$ cat config.mk
export PLATFORM = sky130hd
export DESIGN_NAME = stream_arb_mux_flat
export DESIGN_NICKNAME = d
export VERILOG_FILES = /design/src/rtl/stream_arb_mux_pkg.sv /design/src/rtl/stream_arb_mux_if.sv /design/src/rtl/stream_arb_mux_arb.sv /design/src/rtl/stream_arb_mux.sv /design/src/flat_wrapper.sv
export SDC_FILE = /design/constraint.sdc
export NUM_CORES = 1
export LEC_CHECK = 0
export CAP_MARGIN = 5
export CORE_MARGIN = 10
export CORE_UTILIZATION = 49
export CTS_BUF_LIST = sky130_fd_sc_hd__clkbuf_8
export CTS_CLUSTER_SIZE = 25
export DETAILED_ROUTE_END_ITERATION = 8
export GPL_TIMING_DRIVEN = 0
export MAX_ROUTING_LAYER = met4
export PLACE_DENSITY = 0.91
export RECOVER_POWER = 100
export SLEW_MARGIN = 0
export SYNTH_ARGS = -nofsm -noshare
export SYNTH_HDL_FRONTEND = slang
export SYNTH_SLANG_ARGS = --single-unit
$ cat constraint.sdc
create_clock -name clk -period 5.4 [get_ports clk]
set_input_delay 0.81 -clock clk [delete_from_list [all_inputs] [get_ports clk]]
set_output_delay 0.81 -clock clk [all_outputs]
set_load 0.1 [all_outputs]
$ cat src/rtl/stream_arb_mux_pkg.sv
// Shared constants, FSM state type and width helpers for the stream arbiter/mux.
package stream_pkg;

   localparam int ARB_RR    = 0;
   localparam int ARB_FIXED = 1;

   typedef enum logic {
      IDLE   = 1'b0,
      LOCKED = 1'b1
   } arb_state_t;

   function automatic int clog2(input int n);
      int r;
      r = 0;
      for (int v = n - 1; v > 0; v = v >> 1) r++;
      return r;
   endfunction

   // Channel index width; a single channel still needs one bit.
   function automatic int ch_wd(input int n);
      return (clog2(n) > 1) ? clog2(n) : 1;
   endfunction

endpackage

$ cat src/rtl/stream_arb_mux_if.sv
// N-input packet stream bundle plus the single muxed output stream.
interface stream_arb_mux_if #(
   parameter int DATA_WD = 4,
   parameter int N_CH    = 4
);
   localparam int CH_WD = stream_pkg::ch_wd(N_CH);

   logic [N_CH*DATA_WD-1:0] s_data;
   logic [N_CH-1:0]         s_valid;
   logic [N_CH-1:0]         s_last;
   logic [N_CH-1:0]         s_ready;
   logic [DATA_WD-1:0]      m_data;
   logic                    m_valid;
   logic                    m_last;
   logic [CH_WD-1:0]        m_src;
   logic                    m_ready;
   logic                    busy;

   modport slave (
      input  s_data, s_valid, s_last, m_ready,
      output s_ready, m_data, m_valid, m_last, m_src, busy
   );

   modport master (
      output s_data, s_valid, s_last, m_ready,
      input  s_ready, m_data, m_valid, m_last, m_src, busy
   );
endinterface

$ cat src/rtl/stream_arb_mux_arb.sv
// Combinational arbiter: round-robin from ptr (mode=0) or lowest index wins (mode=1).
module rr_arbiter #(
   parameter int N_CH  = 4,
   parameter int CH_WD = 2
) (
   input  logic [N_CH-1:0]  req,
   input  logic [CH_WD-1:0] ptr,
   input  logic             mode,
   output logic [CH_WD-1:0] grant,
   output logic             grant_valid
);

   // Scan from the farthest candidate down so the nearest one overwrites last.
   always_comb begin
      grant       = '0;
      grant_valid = 1'b0;
      for (int k = N_CH - 1; k >= 0; k--) begin
         if (mode) begin
            if (req[k]) begin
               grant       = CH_WD'(k);
               grant_valid = 1'b1;
            end
         end else if (req[(int'(ptr) + k) % N_CH]) begin
            grant       = CH_WD'((int'(ptr) + k) % N_CH);
            grant_valid = 1'b1;
         end
      end
   end

endmodule

$ cat src/rtl/stream_arb_mux.sv
// Packet-locked N:1 stream arbiter feeding a single output register slice.
module stream_arb_mux
   import stream_pkg::*;
#(
   parameter int DATA_WD  = 4,
   parameter int N_CH     = 4,
   parameter int ARB_MODE = ARB_RR
) (
   input  logic            clk,
   input  logic            rstn,
   stream_arb_mux_if.slave bus
);

   localparam int               CH_WD   = ch_wd(N_CH);
   localparam logic [CH_WD-1:0] LAST_CH = CH_WD'(N_CH - 1);

   arb_state_t         r_state;
   logic [CH_WD-1:0]   r_ptr;
   logic [CH_WD-1:0]   r_lock_ch;
   logic               r_m_valid;
   logic               r_m_last;
   logic [DATA_WD-1:0] r_m_data;
   logic [CH_WD-1:0]   r_m_src;

   logic [CH_WD-1:0]   w_arb_grant;
   logic               w_arb_valid;
   logic [CH_WD-1:0]   w_grant;
   logic               w_grant_valid;
   logic               w_load_en;
   logic               w_xfer;
   logic               w_last;
   logic [DATA_WD-1:0] w_data;
   logic [N_CH-1:0]    w_s_ready;

   rr_arbiter #(
      .N_CH  (N_CH),
      .CH_WD (CH_WD)
   ) u_arb (
      .req         (bus.s_valid),
      .ptr         (r_ptr),
      .mode        (ARB_MODE == ARB_FIXED),
      .grant       (w_arb_grant),
      .grant_valid (w_arb_valid)
   );

   // A locked packet pins the grant; the arbiter result is ignored until its last beat.
   always_comb begin
      w_grant       = w_arb_grant;
      w_grant_valid = w_arb_valid;
      if (r_state == LOCKED) begin
         w_grant       = r_lock_ch;
         w_grant_valid = bus.s_valid[r_lock_ch];
      end
   end

   assign w_load_en = !r_m_valid || bus.m_ready;
   assign w_xfer    = w_load_en && w_grant_valid;
   assign w_last    = bus.s_last[w_grant];
   assign w_data    = bus.s_data[int'(w_grant)*DATA_WD +: DATA_WD];

   always_comb begin
      w_s_ready = '0;
      for (int i = 0; i < N_CH; i++) begin
         w_s_ready[i] = w_xfer && (w_grant == CH_WD'(i));
      end
   end

   // rstn gates the ready outputs so nothing is offered while reset is held.
   assign bus.s_ready = rstn ? w_s_ready : '0;
   assign bus.m_data  = r_m_data;
   assign bus.m_valid = r_m_valid;
   assign bus.m_last  = r_m_last;
   assign bus.m_src   = r_m_src;
   assign bus.busy    = (r_state == LOCKED);

   always_ff @(posedge clk or negedge rstn) begin
      if (!rstn) begin
         r_state   <= IDLE;
         r_ptr     <= '0;
         r_lock_ch <= '0;
         r_m_valid <= 1'b0;
         r_m_data  <= '0;
         r_m_last  <= 1'b0;
         r_m_src   <= '0;
      end else begin
         if (w_load_en) begin
            r_m_valid <= w_xfer;
            if (w_xfer) begin
               r_m_data <= w_data;
               r_m_last <= w_last;
               r_m_src  <= w_grant;
            end
         end
         if (w_xfer) begin
            case (r_state)
               IDLE: begin
                  if (!w_last) begin
                     r_state   <= LOCKED;
                     r_lock_ch <= w_grant;
                  end
               end
               LOCKED: begin
                  if (w_last) r_state <= IDLE;
               end
               default: r_state <= IDLE;
            endcase
            if (w_last && (ARB_MODE == ARB_RR)) begin
               r_ptr <= (w_grant == LAST_CH) ? '0 : w_grant + 1'b1;
            end
         end
      end
   end

endmodule
$ cat src/flat_wrapper.sv
// flat-port wrapper written by rule: the top's interface ports become plain ports
module stream_arb_mux_flat import stream_pkg::*;
#(
   parameter int DATA_WD  = 4,
   parameter int N_CH     = 4,
   parameter int ARB_MODE = ARB_RR
)
  (clk, rstn, bus_s_data, bus_s_valid, bus_s_last, bus_m_ready, bus_s_ready, bus_m_data, bus_m_valid, bus_m_last, bus_m_src, bus_busy);
  stream_arb_mux_if #(.DATA_WD(DATA_WD), .N_CH(N_CH)) bus_i ();
  input  logic clk;
  input  logic rstn;
  input wire logic [$bits(bus_i.s_data)-1:0] bus_s_data;
  input wire logic [$bits(bus_i.s_valid)-1:0] bus_s_valid;
  input wire logic [$bits(bus_i.s_last)-1:0] bus_s_last;
  input wire logic [$bits(bus_i.m_ready)-1:0] bus_m_ready;
  output wire logic [$bits(bus_i.s_ready)-1:0] bus_s_ready;
  output wire logic [$bits(bus_i.m_data)-1:0] bus_m_data;
  output wire logic [$bits(bus_i.m_valid)-1:0] bus_m_valid;
  output wire logic [$bits(bus_i.m_last)-1:0] bus_m_last;
  output wire logic [$bits(bus_i.m_src)-1:0] bus_m_src;
  output wire logic [$bits(bus_i.busy)-1:0] bus_busy;
  assign bus_i.s_data = bus_s_data;
  assign bus_i.s_valid = bus_s_valid;
  assign bus_i.s_last = bus_s_last;
  assign bus_i.m_ready = bus_m_ready;
  assign bus_s_ready = bus_i.s_ready;
  assign bus_m_data = bus_i.m_data;
  assign bus_m_valid = bus_i.m_valid;
  assign bus_m_last = bus_i.m_last;
  assign bus_m_src = bus_i.m_src;
  assign bus_busy = bus_i.busy;
  stream_arb_mux #(.DATA_WD(DATA_WD), .N_CH(N_CH), .ARB_MODE(ARB_MODE)) u_core (.clk(clk), .rstn(rstn), .bus(bus_i));
endmodule
-- Word level (Yosys, flattened, before mapping)
Cells that the tools add are included.
- add/sub/neg operators: 4
- multipliers: 0
- divide/modulo/power cells: 0
- magnitude comparators: 6
- eq/ne operators: 3
- shift-type cells: 1
- mux-type cells: 28
- bitwise operators: 5
- reductions and logical operators: 14
- operator list (kind ; count):
    16-bit by 5-bit variable part select with 4-bit output ; 1
    1-bit two-way mux ; 15
    1-bit binary-select mux with 2-bit select ; 6
    3-bit by 4-bit < comparator with 1-bit output, second input constant ; 3
    2-bit two-way mux ; 6
    2-bit by 3-bit < comparator with 1-bit output, second input constant ; 3
    2-bit OR reduction ; 3
    1-bit logical AND ; 5
    2-bit by 1-bit adder with 2-bit output, second input constant ; 2
    2-bit adder, second input constant ; 2
    2-bit == test, second input constant ; 2
    4-bit two-way mux ; 1
    2-bit AND reduction ; 2
    1-bit bitwise AND, first input constant ; 3
    3-bit AND reduction ; 1
    2-bit by 1-bit == test with 1-bit output, second input constant ; 1
    2-bit logical NOT ; 1
    1-bit inverter ; 2
    1-bit logical NOT ; 1
    1-bit logical OR ; 1
- register bits after elaboration: 13
- bits in latches: 0
- RAM bits: 0
- memory bits (read-only): 0
- output and inout bits: 13
- memories: 0

-- Depth between registers and ports, before layout
- word-level depth: 15
- mapped depth: 9
- depth with buffers taken out: 7

-- Cells and area by module
Synthesis repeated with hierarchy kept, for this count alone.
- cells, all modules: 107
- area total of the unflattened synthesis: 1037.2 um2
- by module, submodules not included (module ; instances ; cells each ; area each (um2)):
    stream_arb_mux ; 1 ; 77 ; 854.6
    rr_arbiter ; 1 ; 30 ; 182.7

-- Least setup slack after synthesis
OpenSTA, ideal clock, no wires.
- kind: reg-to-output
- from: register u_core.r_state (netlist: u_core.bus.busy)
- to: output port bus_s_ready[0]
- data arrival time: 2.843 ns
- required time: 4.590 ns
- slack: 1.747 ns
- cell stages (with the launch flop): 10
- cells stage by stage: dfrtp_1 -> buf_6 -> inv_1 -> nand3_1 -> o21ai_2 -> or2_4 -> buf_8 -> inv_1 -> ha_1 -> and3_1
- word-level cells in the longest chain between the ends: 4
- ends and longest elaborated chain (what ; RTL line ; RTL):
    start: declaration ; stream_arb_mux.sv:17 ; arb_state_t r_state;
    start signal: assignment ; stream_arb_mux.sv:78 ; r_state <= IDLE;
    start signal: assignment ; stream_arb_mux.sv:98 ; r_state <= LOCKED;
    start signal: assignment ; stream_arb_mux.sv:103 ; if (w_last) r_state <= IDLE;
    2-bit two-way mux ; stream_arb_mux.sv:50 ; if (r_state == LOCKED) begin
    via u_core.w_grant[0] ; stream_arb_mux.sv:27 ; logic [CH_WD-1:0] w_grant;
    2-bit logical NOT ; stream_arb_mux.sv:64 ; w_s_ready[i] = w_xfer && (w_grant == CH_WD'(i));
    1-bit logical AND ; stream_arb_mux.sv:64 ;
    4-bit two-way mux ; stream_arb_mux.sv:69 ; assign bus.s_ready = rstn ? w_s_ready : '0;
    end: declaration ; flat_wrapper.sv:16 ; output wire logic [$bits(bus_i.s_ready)-1:0] bus_s_ready;
The timed path passes the listed nets, and every way through them passes these cells.

-- Worst setup path in the final report
- from: input port bus_s_valid[1]
- to: output port bus_s_ready[3]
- word-level cells in the longest chain between the ends: 11
- ends and longest elaborated chain (what ; RTL line ; RTL):
    start: declaration ; flat_wrapper.sv:13 ; input wire logic [$bits(bus_i.s_valid)-1:0] bus_s_valid;
    1-bit binary-select mux with 2-bit select ; stream_arb_mux_arb.sv:23 ; end else if (req[(int'(ptr) + k) % N_CH]) begin
    1-bit two-way mux (implied by the code) (2 in series) ; stream_arb_mux_arb.sv:23 ;
    2-bit two-way mux (3 in series) ; stream_arb_mux_arb.sv:23 ;
    2-bit two-way mux * ; stream_arb_mux_arb.sv:23 ;
    2-bit two-way mux * ; stream_arb_mux.sv:50 ;
    via u_core.w_grant[0] ; stream_arb_mux.sv:27 ;
    2-bit == test * ; stream_arb_mux.sv:64 ;
    1-bit logical AND * ; stream_arb_mux.sv:64 ;
    4-bit two-way mux * ; stream_arb_mux.sv:69 ;
Mark *: on every way through the listed nets, which the timed path passes. The rest lies on a longest branch. The select of a mux whose other input is x is not followed.

==> flow_summary.ini <==
[final_layout]
final_core_util_pct = 75.7
nFillCells = 151
final_area_um2 = 1530
register_area_um2 = 325
n_antenna_cell = 0
layout-drive-gt1-share_pct = 12.3
fin_nets = 186
multi_input_area_um2 = 683
syn_to_final_growth_pct = 41.9

[critical_path]
r2r_start = u_core.bus.busy$_DFFE_PN0P_
crit_required_ps = 4590
critPathMaxFanout = 11
start_kind = input pin
r2r_cells = 7
worst_ep_arrival_time_ps = 4300
r2r-end = u_core.r_lock_ch[0]$_DFFE_PN0P_
r2r_setup_slack_ps = 3030
worstSetupPathType = input pin to output pin
end_kind = output pin

[min_path]
hold_path_class = flip-flop to flip-flop
hold_path_end = u_core.bus.m_src[1]$_DFFE_PN0P_
whs_path_depth = 2
worstHoldStart = u_core.bus.m_src[1]$_DFFE_PN0P_

[power_and_ir_drop]
powerDensity_nw_per_um2 = 706
leakagePower_uw = 0.000638
peakVddDrop_v = 0.000509

[clocking]
htree_levels = 1
cts_tree = yes
cts_max_path_buffers = 2
root_buffer = clkbuf_8
cts_buffers = 3
post_cts_resize_count = 0
cts_setup_buffers = 0
clock-sinks = 13
postCtsHoldBufs = 0
clkTransAtPathRegs_ps = 60
clk-insertion-delay-late_ps = 250

[yosys]
netlist_area_um2 = 1080
syn_inst = 111
yosysUniqueCellTypes = 41
synth_flop_cell = dfrtp_1
syn_area_per_cell_um2 = 9.72
yosys_register_bits = 13
synthTopCellsByCount = 13 x dfrtp_1, 13 x nand2_1, 8 x nor3b_1
ys_warn_count = 0
synth_top_cell_area_share_pct = 30.2
synth_area_leaders = dfrtp_1 30%, nor3b_1 5.6%, a211oi_1 4.9%, ha_1 4.6%, nand2_1 4.5%
synthArstFlopShare_pct = 100
synth_top_area_cell = dfrtp_1
syn_nets = 142
seq_area_frac_synth_pct = 30.2
synth_edf_count = 0

[grt]
grt_max_degree = 18
grt_antenna_before_repair = 0
gr-total-overflow = 0
first_global_vias = 1059
grt_pass1_wl_mm = 5.19
grtUsageTotal_pct = 15.0

[sta]
worst_pin_slew_ps = 1010
period_needed_ps = 5110
setup_viol = 0
rsz0062_at_grt = false
hold_viol = 0
drv_slew = 0
finalSetupTns_ps = 0
clock.fmax_ghz = 0.196
skew_ps = 5.75
finalCritPeriodShare_pct = 94.6
slew_headroom_pct = 32.5

[placement]
port_buffers = 39
place_hpwl_mm = 2.50
place_congestion = 0.803
place_area_um2 = 1500

[die]
initial_utilization_pct = 53.3
die_h_um = 66.9
core-area_um2 = 2020
rows = 16
dieArea_um2 = 4480
fp.dieW_um = 66.9
num_io_pins = 40

[run]
drv_cap = 0

[detailed_routing]
wl_per_cell_um = 17.6
routed_wirelength_mm = 3.18
drc = 0
initialDrtViolationCount = 58
vias_per_cell = 5.86
drt_pass1_iterations = 4
drt.antenna.violating_nets = 0
via_count = 1060

[status]
status = complete, no violations
[cells in the final DEF, fill, tap and decap left out, types with 2 or more instances in the layout]
cell	synthesis	final
a211o_1	2	2
ha_1	4	4
nor2_1	4	4
a211oi_2	2	2
nand2_1	13	13
a211oi_1	7	7
o21ai_2	2	2
or2_4	2	2
nor4_1	1	2
clkbuf_1	0	2
o21ai_0	3	4
clkbuf_8	0	3
clkdlybuf4s50_1	0	24
nand2b_1	4	4
o31ai_1	5	5
inv_1	4	5
and3_1	4	4
dlygate4sd3_1	0	15
dfrtp_1	13	13
a21oi_1	3	3
nor2b_1	4	4
a211oi_4	2	2
mux2_1	2	2
nor3b_1	8	8
[through the flow]
| stage | std cells | setup WS, ps | power (uW) | hold WS, ps |
|---|---|---|---|---|
| floorplan | 111 | 1750 | 827 | 514 |
| global placement | 177 | 505 | 999 | 460 |
| detailed placement | 177 | 446 | 1030 | 477 |
| CTS | 181 | 411 | 1120 | 485 |
| global route | 181 | 219 | 1140 | 505 |
| finish | 181 | 290 | 1080 | 474 |
[sequential cells by signal (all words and copies together) (netlist names)]
signal,count
u_core.bus.m_src,2
u_core.bus.m_data,4
u_core.bus.m_last,1
u_core.bus.m_valid,1
u_core.r_ptr,2
u_core.r_lock_ch,2
u_core.bus.busy,1
[per-layer routing]
metal / vias to the layer above / wire length [um] / GRT usage [%]
li1: 504 / - / -
met4: 0 / 93 / 7.44
met5: - / 0 / -
met3: 9 / 176 / 0.836
met2: 37 / 1660 / 25.7
met1: 510 / 1250 / 17.2
[area by class of cell]
cell class / instances / area share, %
multi-input combinational: 89 / 44.6
timing repair buffer: 39 / 25.5
sequential: 13 / 21.3
clock buffer: 3 / 2.70
buffer: 4 / 2.21
tap: 27 / 2.21
inverter: 5 / 1.23
clock inverter: 1 / 0.245
[critical path, stage by stage]
cell and delay (ps):
dlygate4sd3_1 710, inv_2 50, a211o_1 310, a211oi_4 490, or2_4 250, buf_8 140
ha_1 160, and3_1 160, dlygate4sd3_1 1210
[kinds of logic after synthesis]
family | after synthesis | share of synthesized area, %
AOI/OAI and AO/OA | 32 | 25.8
and+or+nand+nor | 48 | 28.2
adders and majority gates | 4 | 4.64
DFF | 13 | 30.2
buffers and inverters | 9 | 5.10
muxes | 5 | 6.15
[worst max-delay path by stage]
stage                                           start              to  slack, ps  depth (start not counted)
final                                  bus_s_valid[1]  bus_s_ready[3]        290                          9
after global routing                   bus_s_valid[1]  bus_s_ready[3]        220                          9
after detailed placement               bus_s_valid[1]  bus_s_ready[3]        450                          9
after CTS                              bus_s_valid[1]  bus_s_ready[3]        410                          9
after global placement                 bus_s_valid[1]  bus_s_ready[3]        510                          9
after floorplan           u_core.bus.busy$_DFFE_PN0P_  bus_s_ready[0]       1750                          9
[where the power goes]
| group | leakage [uW] | switching, uW | internal (uW) |
|---|---|---|---|
| logic | 0.000456 | 558 | 242 |
| clock network | 0.0000269 | 38.5 | 50.3 |
| registers | 0.000155 | 44.0 | 148 |
| total | 0.000638 | 640 | 440 |
(Power assumes the default switching activity.)
